**src/rtl/clock_module_pkg.sv**
```systemverilog
// rtl/clock_module_pkg.sv - shared clock-tree handshake state type and status decode
package clock_module_pkg;

    typedef enum logic [1:0] {
        CLK_SILENT,
        CLK_STARTING,
        CLK_READY,
        CLK_STOPPING
    } clk_state_t;

    typedef struct packed {
        logic ready;
        logic silent;
        logic starting;
        logic stopping;
    } clk_status_t;

    // One-hot status word seen by the mux parent port for a given state.
    function automatic clk_status_t status_of(input clk_state_t s);
        clk_status_t st;
        st.ready    = (s == CLK_READY);
        st.silent   = (s == CLK_SILENT);
        st.starting = (s == CLK_STARTING);
        st.stopping = (s == CLK_STOPPING);
        return st;
    endfunction

    function automatic int max_int(input int a, input int b);
        return (a > b) ? a : b;
    endfunction

endpackage

```
**src/rtl/clock_gate_cell.sv**
```systemverilog
// rtl/clock_gate_cell.sv - latch-based integrated clock gate, swap point for a library ICG
module clock_gate_cell (
    input  logic clock_in,
    input  logic enable,
    input  logic async_resetn,
    output logic clock_out
);

    logic enable_latched;

    // Enable is captured only while the clock is low so the AND below cannot produce runt pulses.
    always_latch begin
        if (!async_resetn) begin
            enable_latched <= 1'b0;
        end else if (!clock_in) begin
            enable_latched <= enable;
        end
    end

    assign clock_out = clock_in & enable_latched;

endmodule

```
**src/rtl/clock_module_source.sv**
```systemverilog
// rtl/clock_module_source.sv - root clock source: request filter, start/stop sequencer, output gate
module clock_module_source
    import clock_module_pkg::*;
#(
    parameter int FILTER_CYCLES = 2,
    parameter int START_CYCLES  = 16,
    parameter int STOP_CYCLES   = 4
) (
    input  logic clock,
    input  logic async_resetn,
    input  logic parent_request,
    output logic parent_ready,
    output logic parent_silent,
    output logic parent_starting,
    output logic parent_stopping,
    output logic osc_enable,
    input  logic clock_route_path_in,
    output logic clock_route_path_out
);

    localparam int CNT_W  = $clog2(max_int(START_CYCLES, STOP_CYCLES) + 1);
    localparam int FILT_W = $clog2(FILTER_CYCLES + 1);

    localparam logic [CNT_W-1:0]  START_LAST  = CNT_W'(START_CYCLES - 1);
    localparam logic [CNT_W-1:0]  STOP_LAST   = CNT_W'(STOP_CYCLES - 1);
    localparam logic [FILT_W-1:0] FILTER_LAST = FILT_W'(FILTER_CYCLES - 1);

    logic              req_filt;
    logic [FILT_W-1:0] filt_cnt;

    clk_state_t        state;
    clk_state_t        state_next;
    logic [CNT_W-1:0]  cnt;
    logic [CNT_W-1:0]  cnt_next;
    clk_status_t       status_next;
    logic              gate_enable;

    // Request filter: flip only after the raw request disagrees for FILTER_CYCLES edges in a row.
    always_ff @(posedge clock or negedge async_resetn) begin
        if (!async_resetn) begin
            req_filt <= 1'b0;
            filt_cnt <= '0;
        end else if (parent_request != req_filt) begin
            if (filt_cnt == FILTER_LAST) begin
                req_filt <= parent_request;
                filt_cnt <= '0;
            end else begin
                filt_cnt <= filt_cnt + FILT_W'(1);
            end
        end else begin
            filt_cnt <= '0;
        end
    end

    // Sequencer state and settle/drain counter.
    always_ff @(posedge clock or negedge async_resetn) begin
        if (!async_resetn) begin
            state <= CLK_SILENT;
            cnt   <= '0;
        end else begin
            state <= state_next;
            cnt   <= cnt_next;
        end
    end

    // Next state: STARTING and STOPPING always run to completion before reacting to the request.
    always_comb begin
        state_next = state;
        cnt_next   = cnt;
        case (state)
            CLK_SILENT: begin
                if (req_filt) begin
                    state_next = CLK_STARTING;
                    cnt_next   = '0;
                end
            end
            CLK_STARTING: begin
                if (cnt == START_LAST) begin
                    state_next = CLK_READY;
                    cnt_next   = '0;
                end else begin
                    cnt_next = cnt + CNT_W'(1);
                end
            end
            CLK_READY: begin
                if (!req_filt) begin
                    state_next = CLK_STOPPING;
                    cnt_next   = '0;
                end
            end
            CLK_STOPPING: begin
                if (cnt == STOP_LAST) begin
                    state_next = CLK_SILENT;
                    cnt_next   = '0;
                end else begin
                    cnt_next = cnt + CNT_W'(1);
                end
            end
            default: begin
                state_next = CLK_SILENT;
                cnt_next   = '0;
            end
        endcase
        status_next = status_of(state_next);
    end

    // Status, oscillator and gate enables are flopped from the next state so they track the state exactly.
    always_ff @(posedge clock or negedge async_resetn) begin
        if (!async_resetn) begin
            parent_ready    <= 1'b0;
            parent_silent   <= 1'b1;
            parent_starting <= 1'b0;
            parent_stopping <= 1'b0;
            osc_enable      <= 1'b0;
            gate_enable     <= 1'b0;
        end else begin
            parent_ready    <= status_next.ready;
            parent_silent   <= status_next.silent;
            parent_starting <= status_next.starting;
            parent_stopping <= status_next.stopping;
            osc_enable      <= (state_next != CLK_SILENT);
            gate_enable     <= (state_next == CLK_READY);
        end
    end

    clock_gate_cell u_gate (
        .clock_in     (clock_route_path_in),
        .enable       (gate_enable),
        .async_resetn (async_resetn),
        .clock_out    (clock_route_path_out)
    );

endmodule
```
**config.mk**
```make
export PLATFORM = sky130hd
export DESIGN_NAME = clock_module_source
export DESIGN_NICKNAME = d
export VERILOG_FILES = /design/src/rtl/clock_module_pkg.sv /design/src/rtl/clock_gate_cell.sv /design/src/rtl/clock_module_source.sv
export SDC_FILE = /design/constraint.sdc
export NUM_CORES = 1
export LEC_CHECK = 0
export CORE_MARGIN = 3
export CORE_UTILIZATION = 50
export CTS_BUF_LIST = sky130_fd_sc_hd__clkbuf_4
export DETAILED_ROUTE_END_ITERATION = 8
export PLACE_DENSITY = 0.85
export SLEW_MARGIN = 20
export SYNTH_ARGS = -nofsm -noshare
export SYNTH_HDL_FRONTEND = slang
export SYNTH_HIERARCHICAL = 1
export SYNTH_SLANG_ARGS = --single-unit
```
**constraint.sdc**
```tcl
create_clock -name clock -period 2.45 [get_ports clock]
set_input_delay 0.735 -clock clock [delete_from_list [all_inputs] [get_ports clock]]
set_output_delay 0.735 -clock clock [all_outputs]
set_load 0.1 [all_outputs]
```
# --- Yosys cells after proc, flatten, opt, wreduce, memory -nomap -nowiden ---
# Cells that the tools add are included.
word_totals:
  regBits: 15
  latchBits: 1
  in_bits: 4
  output_inout_bits: 6
  wordCells: 46
op_classes:
  n_addsub: 2
  eq_ne: 12
  muxes: 16
  n_bitwise: 1
  n_reduce_logical: 5
ops:
  columns: ["cell", "count"]
  rows:
  - ["5-bit two-way mux", 4]
  - ["5-bit case mux with 4 select lines", 1]
  - ["2-bit two-way mux", 6]
  - ["2-bit == test, second input constant", 4]
  - ["2-bit case mux with 4 select lines", 1]
  - ["2-bit by 1-bit == test with 1-bit output, second input constant", 3]
  - ["5-bit by 1-bit adder with 5-bit output, second input constant", 1]
  - ["5-bit by 2-bit == test with 1-bit output, second input constant", 1]
  - ["5-bit by 4-bit == test with 1-bit output, second input constant", 1]
  - ["2-bit zero test", 2]
  - ["1-bit two-way mux", 4]
  - ["2-bit inequality test, second input constant", 2]
  - ["2-bit AND reduction", 2]
  - ["2-bit by 1-bit adder with 2-bit output, second input constant", 1]
  - ["2-bit nonzero test", 1]
  - ["1-bit AND", 1]
  - ["1-bit inequality test", 1]

# --- Longest topological paths before layout ---
# Gate-level depths: netlist (run 1).
logic_depth:
  word_depth: 4
  ltp_mapped: 7

# --- Hierarchy ---
# Netlist (run 1), hierarchy kept.
by_module_without_submodules:
  columns: ["mod", "n_inst", "cells_per_inst", "area_each_um2", "seq_area_each_um2"]
  rows:
  - ["clock_module_source", 1, 67, 765.7, 376.6]
  - ["clock_gate_cell", 1, 4, 31.3, 0.0]

==> out/metrics.csv, run 1 <==
stage,metric,value,unit
sta,register pins left without a clock,1,
pwr,P per Cell Area,1290,nW/um^2
pwr,maximum vdd drop,610,uV
yosys,share of the synthesized area in the top cell type,0.440,
hold_path,Hold Crit Class,flip-flop to flip-flop,
global_route,largest net degree at the start of global routing,18,
worst_setup_path,CP arrival,1.56,ns
sta,minimum clock period,2.30,ns
route,DRC,0,
floorplanning,Die ar.,2110,um^2
sta,Worst Skew,0.00611,ns
pwr,Clk pwr share,0.124,
sta,setup slack after layout,0.154,ns
sta,Final Cycle Share,0.937,
finish,final core utilization,0.655,
yosys,largest area contributor in the netlist,dfrtp_1,
yosys,syn_nets,78,
route,WL/cell,13.1,um
clocking,Skew-Pair Late Insertion Delay,0.29,ns
pwr,Seq pwr share,0.379,
placed_design,pre-CTS WS,0.159,ns
global_route,M3 GR Usage,0.0593,
worst_setup_path,"Data required, critical path",1.71,ns
route,Antenna Nets Post-Route,0,
yosys,synthesized instance count,71,
finish,Area Overhead vs Synth,14.9,%
finish,Nets,89,
finish,Fill cells,123,
floorplanning,Initial Utilization,0.570,
global_route,first-pass GRT wire length,2080,um
clocking,Max clock buf depth,2,
clocking,Worst-path clk slew,0.09,ns
floorplanning,chip width,45.9,um
clocking,CTS Buf Count,3,
worst_setup_path,Worst Path Max Fanout,2,
finish,# diodes,0,
run_status,outcome,finished clean,
yosys,Ys Warns,6,
yosys,Area contributors post-synth,"dfrtp_1 44%, ha_1 4.7%, and2_1 3.9%",
finish,layout cells sized above 1,0.222,
sta,max-slew violations,0,
placed_design,routability cong.,0.795,
global_route,met1 GRT Util,0.169,
global_route,vias in the first global route,477,
clocking,TritonCTS clock tree,built,
worst_setup_path,worst reg-to-reg setup slack,0.76,ns
floorplanning,Site Rows,13,
sta,setup TNS,0,ns
floorplanning,num ports,10,
floorplanning,Die Height,45.9,um
sta,RSZ-0062 raised after global routing,no,
sta,endpoints left unconstrained,1,
pwr,Net Switching,571,uW
pwr,LEAKAGE,0.402,nW
floorplanning,CORE AREA,1400,um^2
sta,Rel. slew slack,0.535,
pwr,Internal Pwr Total,613,uW
global_route,overall routing resource usage,0.137,
route,1st-iter DRT viols,8,
yosys,Post-Syn Area,797,um^2
clocking,Post-CTS Hold Buffers,0,
sta,Final Hold Vio Count,0,
global_route,GR Overflow Total,0,
yosys,count of cell types in the netlist,33,
yosys,"Avg Cell Area, Syn",11.2,um^2
worst_setup_path,CP endpoint kind,output pin,
flow_run,MaxCap Viol Count,0,
clocking,H-tree depth,1,
sta,Final Setup Violations,0,
route,via/cell ratio,5.47,
placed_design,IO buf count,9,
pwr,Comb pwr share,0.496,
global_route,most used routing layer,met2,
worst_setup_path,Crit Path Category,input pin to output pin,
route,DR vias,525,
placed_design,post-detail-place hpwl,897,um
yosys,synthesis-stage register bit count,16,
pwr,Sw Ratio,0.483,
global_route,antenna violations before repair,0,
route,routed wire length,1250,um
global_route,met2 Use GR,0.225,
clocking,# resized after CTS,0,
route,Initial DRT Pass Iterations,4,
clocking,clock root buffer,clkbuf_4,
sta,Slew @ Worst Pin,0.696,ns
worst_setup_path,Worst setup SP type,input pin,
clocking,post-CTS setup buffer count,0,
sta,Fmax,436,MHz
==> final timing paths <==
kind	startpoint	endpoint	cells past startpoint
setup / recovery	clock_route_path_in	clock_route_path_out	3
hold / removal	filt_cnt[0]$_DFF_PN0_	filt_cnt[0]$_DFF_PN0_	1
setup reg to reg	cnt[0]$_DFFE_PN0P_	cnt[2]$_DFFE_PN0P_	7
hold reg to reg	filt_cnt[0]$_DFF_PN0_	filt_cnt[0]$_DFF_PN0_	1
max in group asynchronous	async_resetn	cnt[2]$_DFFE_PN0P_	1
min in group asynchronous	async_resetn	cnt[3]$_DFFE_PN0P_	1
==> per-stage QoR <==
| stage | cells | hold slack [ns] | instance area (um^2) | total power [mW] |
|---|---|---|---|---|
| 6_report | 96 | 0.447 | 916 | 1.18 |
| 5_1_grt | 96 | 0.479 | 916 | 1.26 |
| 4_1_cts | 96 | 0.449 | 916 | 1.19 |
| 3_5_place_dp | 92 | 0.435 | 888 | 1.04 |
| 3_3_place_gp | 92 | 0.413 | 888 | 1.03 |
| 2_1_floorplan | 71 | 0.401 | 797 | 0.938 |
==> power by group through the flow <==
stage | clock (mW) | sequential (mW) | combinational [mW]
detailed placement | 0 | 0.453 | 0.591
floorplan | 0 | 0.619 | 0.319
global placement | 0 | 0.448 | 0.580
finish | 0.147 | 0.449 | 0.588
CTS | 0.149 | 0.450 | 0.591
global route | 0.159 | 0.465 | 0.632
==> cell type report <==
class / instances / area [um^2] / share of cell area
clock buffers: 3 / 22.5 / 0.0246
repair buffers: 9 / 87.6 / 0.0956
flip-flops and latches: 16 / 392 / 0.428
inverters: 5 / 18.8 / 0.0205
well taps: 15 / 18.8 / 0.0205
clock inverters: 1 / 5.00 / 0.00546
multi-input cells: 47 / 372 / 0.406
==> cell families after synthesis <==
family,count (synthesis),share of synthesized area
buffers and inverters,8,0.0424
multiplexers,2,0.0267
XOR/XNOR,2,0.0220
flip-flops,15,0.473
AND/OR/NAND/NOR,24,0.199
AO/OA/AOI/OAI,16,0.171
latches,1,0.0188
adder cells (fa/ha/maj),3,0.0471
==> placed cells by master (no fill, tap or decap), types with 2 or more instances in the layout <==
| master | count |
|---|---|
| and2_1 | 5 |
| clkdlybuf4s50_1 | 3 |
| nor2b_1 | 3 |
| nor2_1 | 2 |
| nand3b_1 | 2 |
| nand2b_1 | 3 |
| nand2_1 | 4 |
| xnor2_1 | 2 |
| dfrtp_1 | 14 |
| buf_4 | 5 |
| o21ai_0 | 3 |
| clkbuf_4 | 3 |
| ha_1 | 3 |
| inv_1 | 5 |
| nand3_1 | 2 |
==> Yosys cell counts (all sizes together) <==
library cell and instances:
o21ba 1, o21ai 3, nand2 4, o31ai 1, nor3b 1, o32a 1, dlxtp 1, xnor2 2
nand3 2, a21o 1, inv 5, a31oi 1, nor2 2, a31o 1, a22oi 1, and3 1
buf 3, mux2i 1, mux2 1, dfrtp 14, nor4b 1, ha 3, a21oi 1, o22ai 1
and2 5, nand3b 2, o221ai 1, nand2b 3, o211ai 1, o2111ai 1, dfstp 1, nor2b 3
o31a 1
==> registers in the layout, summed over array words and instances, names as in the netlist <==
| name | flops |
|---|---|
| parent_starting | 1 |
| u_gate/enable_latched | 1 |
| osc_enable | 1 |
| parent_silent | 1 |
| req_filt | 1 |
| gate_enable | 1 |
| cnt | 5 |
| parent_stopping | 1 |
| state | 2 |
| filt_cnt | 2 |
==> per-layer routing <==
metal | wire length (um) | part of all wire | vias to the layer above
met3 | 66 | 0.053 | 0
li1 | - | - | 270
met5 | 0 | 0 | -
met4 | 0 | 0 | 0
met2 | 609 | 0.49 | 10
met1 | 578 | 0.46 | 245
==> worst max-delay path: stages <==
cell             delay (ns)
clkdlybuf4s50_1        0.46
and2_1                 0.17
buf_12                 0.18
(Power assumes the default switching activity.)
==> inputs of run 2 (changes only) <==
--- a/config.mk
+++ b/config.mk
@@ -6,10 +6,10 @@
 export NUM_CORES = 1
 export LEC_CHECK = 0
 export CORE_MARGIN = 3
-export CORE_UTILIZATION = 50
+export CORE_UTILIZATION = 32
 export CTS_BUF_LIST = sky130_fd_sc_hd__clkbuf_4
 export DETAILED_ROUTE_END_ITERATION = 8
-export PLACE_DENSITY = 0.85
+export PLACE_DENSITY = 0.63
 export SLEW_MARGIN = 20
 export SYNTH_ARGS = -nofsm -noshare
 export SYNTH_HDL_FRONTEND = slang
==> out/metrics.csv, run 2 (synthesis gave the netlist of run 1 again) <==
stage,metric,value,unit,change
worst_setup_path,WP buf/inv,2,,unchanged
worst_setup_path,CP max-delay cell,clkdlybuf4s50_1,,unchanged
worst_setup_path,Crit Path Category,input pin to output pin,,unchanged
run_status,outcome,finished clean,,unchanged
finish,largest registers,"cnt x5, filt_cnt x2, state x2",,unchanged
sta,Rel. slew slack,0.718,,was 0.535
global_route,largest net degree at the start of global routing,18,,unchanged
floorplanning,Die ar.,3130,um^2,was 2110 um^2
pwr,Comb pwr share,0.500,,was 0.496
route,via/cell ratio,4.92,,was 5.47
hold_path,Hold Crit Class,flip-flop to flip-flop,,unchanged
floorplanning,num ports,10,,unchanged
sta,register pins left without a clock,1,,unchanged
clocking,CTS Buf Count,3,,unchanged
sta,setup TNS,0,ns,unchanged
clocking,Worst-path clk slew,0.09,ns,about the same
global_route,antenna violations before repair,0,,unchanged
route,routed wire length,1290,um,was 1250 um
route,Initial DRT Pass Iterations,4,,unchanged
sta,endpoints left unconstrained,1,,unchanged
finish,Nets,90,,was 89
route,1st-iter DRT viols,10,,was 8
sta,Final Hold Vio Count,0,,unchanged
sta,worst hold slack,0.434,ns,was 0.447 ns
route,WL/cell,11.7,um,was 13.1 um
floorplanning,CORE AREA,2300,um^2,was 1400 um^2
sta,minimum clock period,2.29,ns,was 2.30 ns
finish,largest reg by FF count,cnt,,unchanged
placed_design,IO buf count,9,,unchanged
floorplanning,Initial Utilization,0.347,,was 0.570
pwr,LEAKAGE,0.407,nW,was 0.402 nW
pwr,Internal Pwr Total,614,uW,was 613 uW
finish,Area Overhead vs Synth,17.9,%,was 14.9%
finish,Fill cells,226,,was 123
sta,Slew @ Worst Pin,0.423,ns,was 0.696 ns
worst_setup_path,worst-path cell chain,"clkdlybuf4s50_1, and2_1, buf_12",,unchanged
global_route,overall routing resource usage,0.0979,,was 0.137
worst_setup_path,CP arrival,1.56,ns,about the same
sta,RSZ-0062 raised after global routing,no,,unchanged
clocking,post-CTS setup buffer count,0,,unchanged
clocking,TritonCTS clock tree,built,,unchanged
clocking,Max clock buf depth,2,,unchanged
finish,layout cells sized above 1,0.232,,was 0.222
route,Antenna Nets Post-Route,0,,unchanged
worst_setup_path,Worst Path Max Fanout,2,,unchanged
worst_setup_path,CP endpoint kind,output pin,,unchanged
route,DRC,0,,unchanged
clocking,clock root buffer,clkbuf_4,,unchanged
sta,Final Setup Violations,0,,unchanged
global_route,GR Overflow Total,0,,unchanged
global_route,vias in the first global route,532,,was 477
worst_setup_path,CP max stage delay,0.47,ns,was 0.46 ns
finish,max FFs per register,5,,unchanged
finish,most frequent cells in the layout,"14 x dfrtp_1, 6 x buf_4, 5 x inv_1, 5 x and2_1, 4 x nand2_1",,"was 14 x dfrtp_1, 5 x inv_1, 5 x and2_1, 5 x buf_4, 4 x nand2_1"
sta,Worst Skew,0.00341,ns,was 0.00611 ns
sta,Fmax,436,MHz,about the same
floorplanning,chip width,55.9,um,was 45.9 um
pwr,P per Cell Area,1260,nW/um^2,was 1290 nW/um^2
finish,# diodes,0,,unchanged
worst_setup_path,"Data required, critical path",1.71,ns,about the same
placed_design,post-detail-place hpwl,952,um,was 897 um
worst_setup_path,CP top delay family,buffers and inverters,,unchanged
sta,max-slew violations,0,,unchanged
flow_run,MaxCap Viol Count,0,,unchanged
pwr,maximum vdd drop,697,uV,was 610 uV
pwr,Sw Ratio,0.481,,was 0.483
sta,Final Cycle Share,0.936,,was 0.937
pwr,Clk pwr share,0.120,,was 0.124
floorplanning,Site Rows,17,,was 13
pwr,Net Switching,569,uW,was 571 uW
clocking,H-tree depth,1,,unchanged
pwr,Seq pwr share,0.380,,was 0.379
clocking,# resized after CTS,0,,unchanged
route,DR vias,541,,was 525
floorplanning,Die Height,55.9,um,was 45.9 um
worst_setup_path,Worst setup SP type,input pin,,unchanged
global_route,first-pass GRT wire length,2420,um,was 2080 um
finish,"commonest non-fill, non-tap cell in the layout",dfrtp_1,,unchanged
clocking,Skew-Pair Late Insertion Delay,0.29,ns,about the same
clocking,Post-CTS Hold Buffers,0,,unchanged
placed_design,routability cong.,0.739,,was 0.795
## run 2: layout make-up
type | count | area, um^2 | share of cell area
inverter | 5 | 18.8 | 0.0200
clock inverter | 1 | 5.00 | 0.00533
tap | 28 | 35.0 | 0.0373
clock buffer | 3 | 22.5 | 0.0240
sequential | 16 | 392 | 0.417
timing repair buffer | 10 | 95.1 | 0.101
multi-input combinational | 47 | 372 | 0.395
## run 2: path summary, 6_finish.rpt
kind	from	endpoint	slack, ns	cells after the start
max in group asynchronous	async_resetn	parent_silent$_DFF_PN1_	1.45	2
setup reg to reg	cnt[0]$_DFFE_PN0P_	cnt[2]$_DFFE_PN0P_	0.73	7
setup / recovery	clock_route_path_in	clock_route_path_out	0.16	3
hold / removal	filt_cnt[0]$_DFF_PN0_	filt_cnt[0]$_DFF_PN0_	0.43	1
hold reg to reg	filt_cnt[0]$_DFF_PN0_	filt_cnt[0]$_DFF_PN0_	0.43	1
min in group asynchronous	async_resetn	osc_enable$_DFF_PN0_	0.75	2
## run 2: routing by layer
metal | vias up | track usage | wire [um] | share of wire
li1 | 271 | - | - | -
met1 | 254 | 0.128 | 607 | 0.47
met2 | 14 | 0.144 | 578 | 0.45
met3 | 2 | 0.0464 | 89 | 0.069
met4 | 0 | 0.0305 | 16 | 0.012
met5 | - | 0 | 0 | 0
## run 2: power groups by stage
stage,Clock [mW],Combinational (mW),Sequential [mW]
after floorplan,0,0.319,0.619
after global placement,0,0.588,0.448
after detailed placement,0,0.593,0.454
after CTS,0.151,0.596,0.448
after global routing,0.158,0.637,0.472
final,0.142,0.592,0.449
## run 2: per-stage QoR
step | instances | worst slack, ns | power, mW | instance area [um^2] | util
2_1_floorplan | 71 | 0.246 | 0.938 | 797 | -
3_3_place_gp | 106 | 0.164 | 1.04 | 912 | 0.397
3_5_place_dp | 106 | 0.149 | 1.05 | 912 | 0.397
4_1_cts | 110 | 0.146 | 1.19 | 940 | 0.409
5_1_grt | 110 | 0.103 | 1.27 | 940 | 0.409
6_report | 110 | 0.158 | 1.18 | 940 | 0.409
==> inputs of run 3 (changes only) <==
--- a/config.mk
+++ b/config.mk
@@ -5,6 +5,7 @@
 export SDC_FILE = /design/constraint.sdc
 export NUM_CORES = 1
 export LEC_CHECK = 0
+export ABC_AREA = 0
 export CORE_MARGIN = 3
 export CORE_UTILIZATION = 32
 export CTS_BUF_LIST = sky130_fd_sc_hd__clkbuf_4
==> results of run 3 <==
Same layout as run 2: the final DEF is identical, and so are final timing and power.
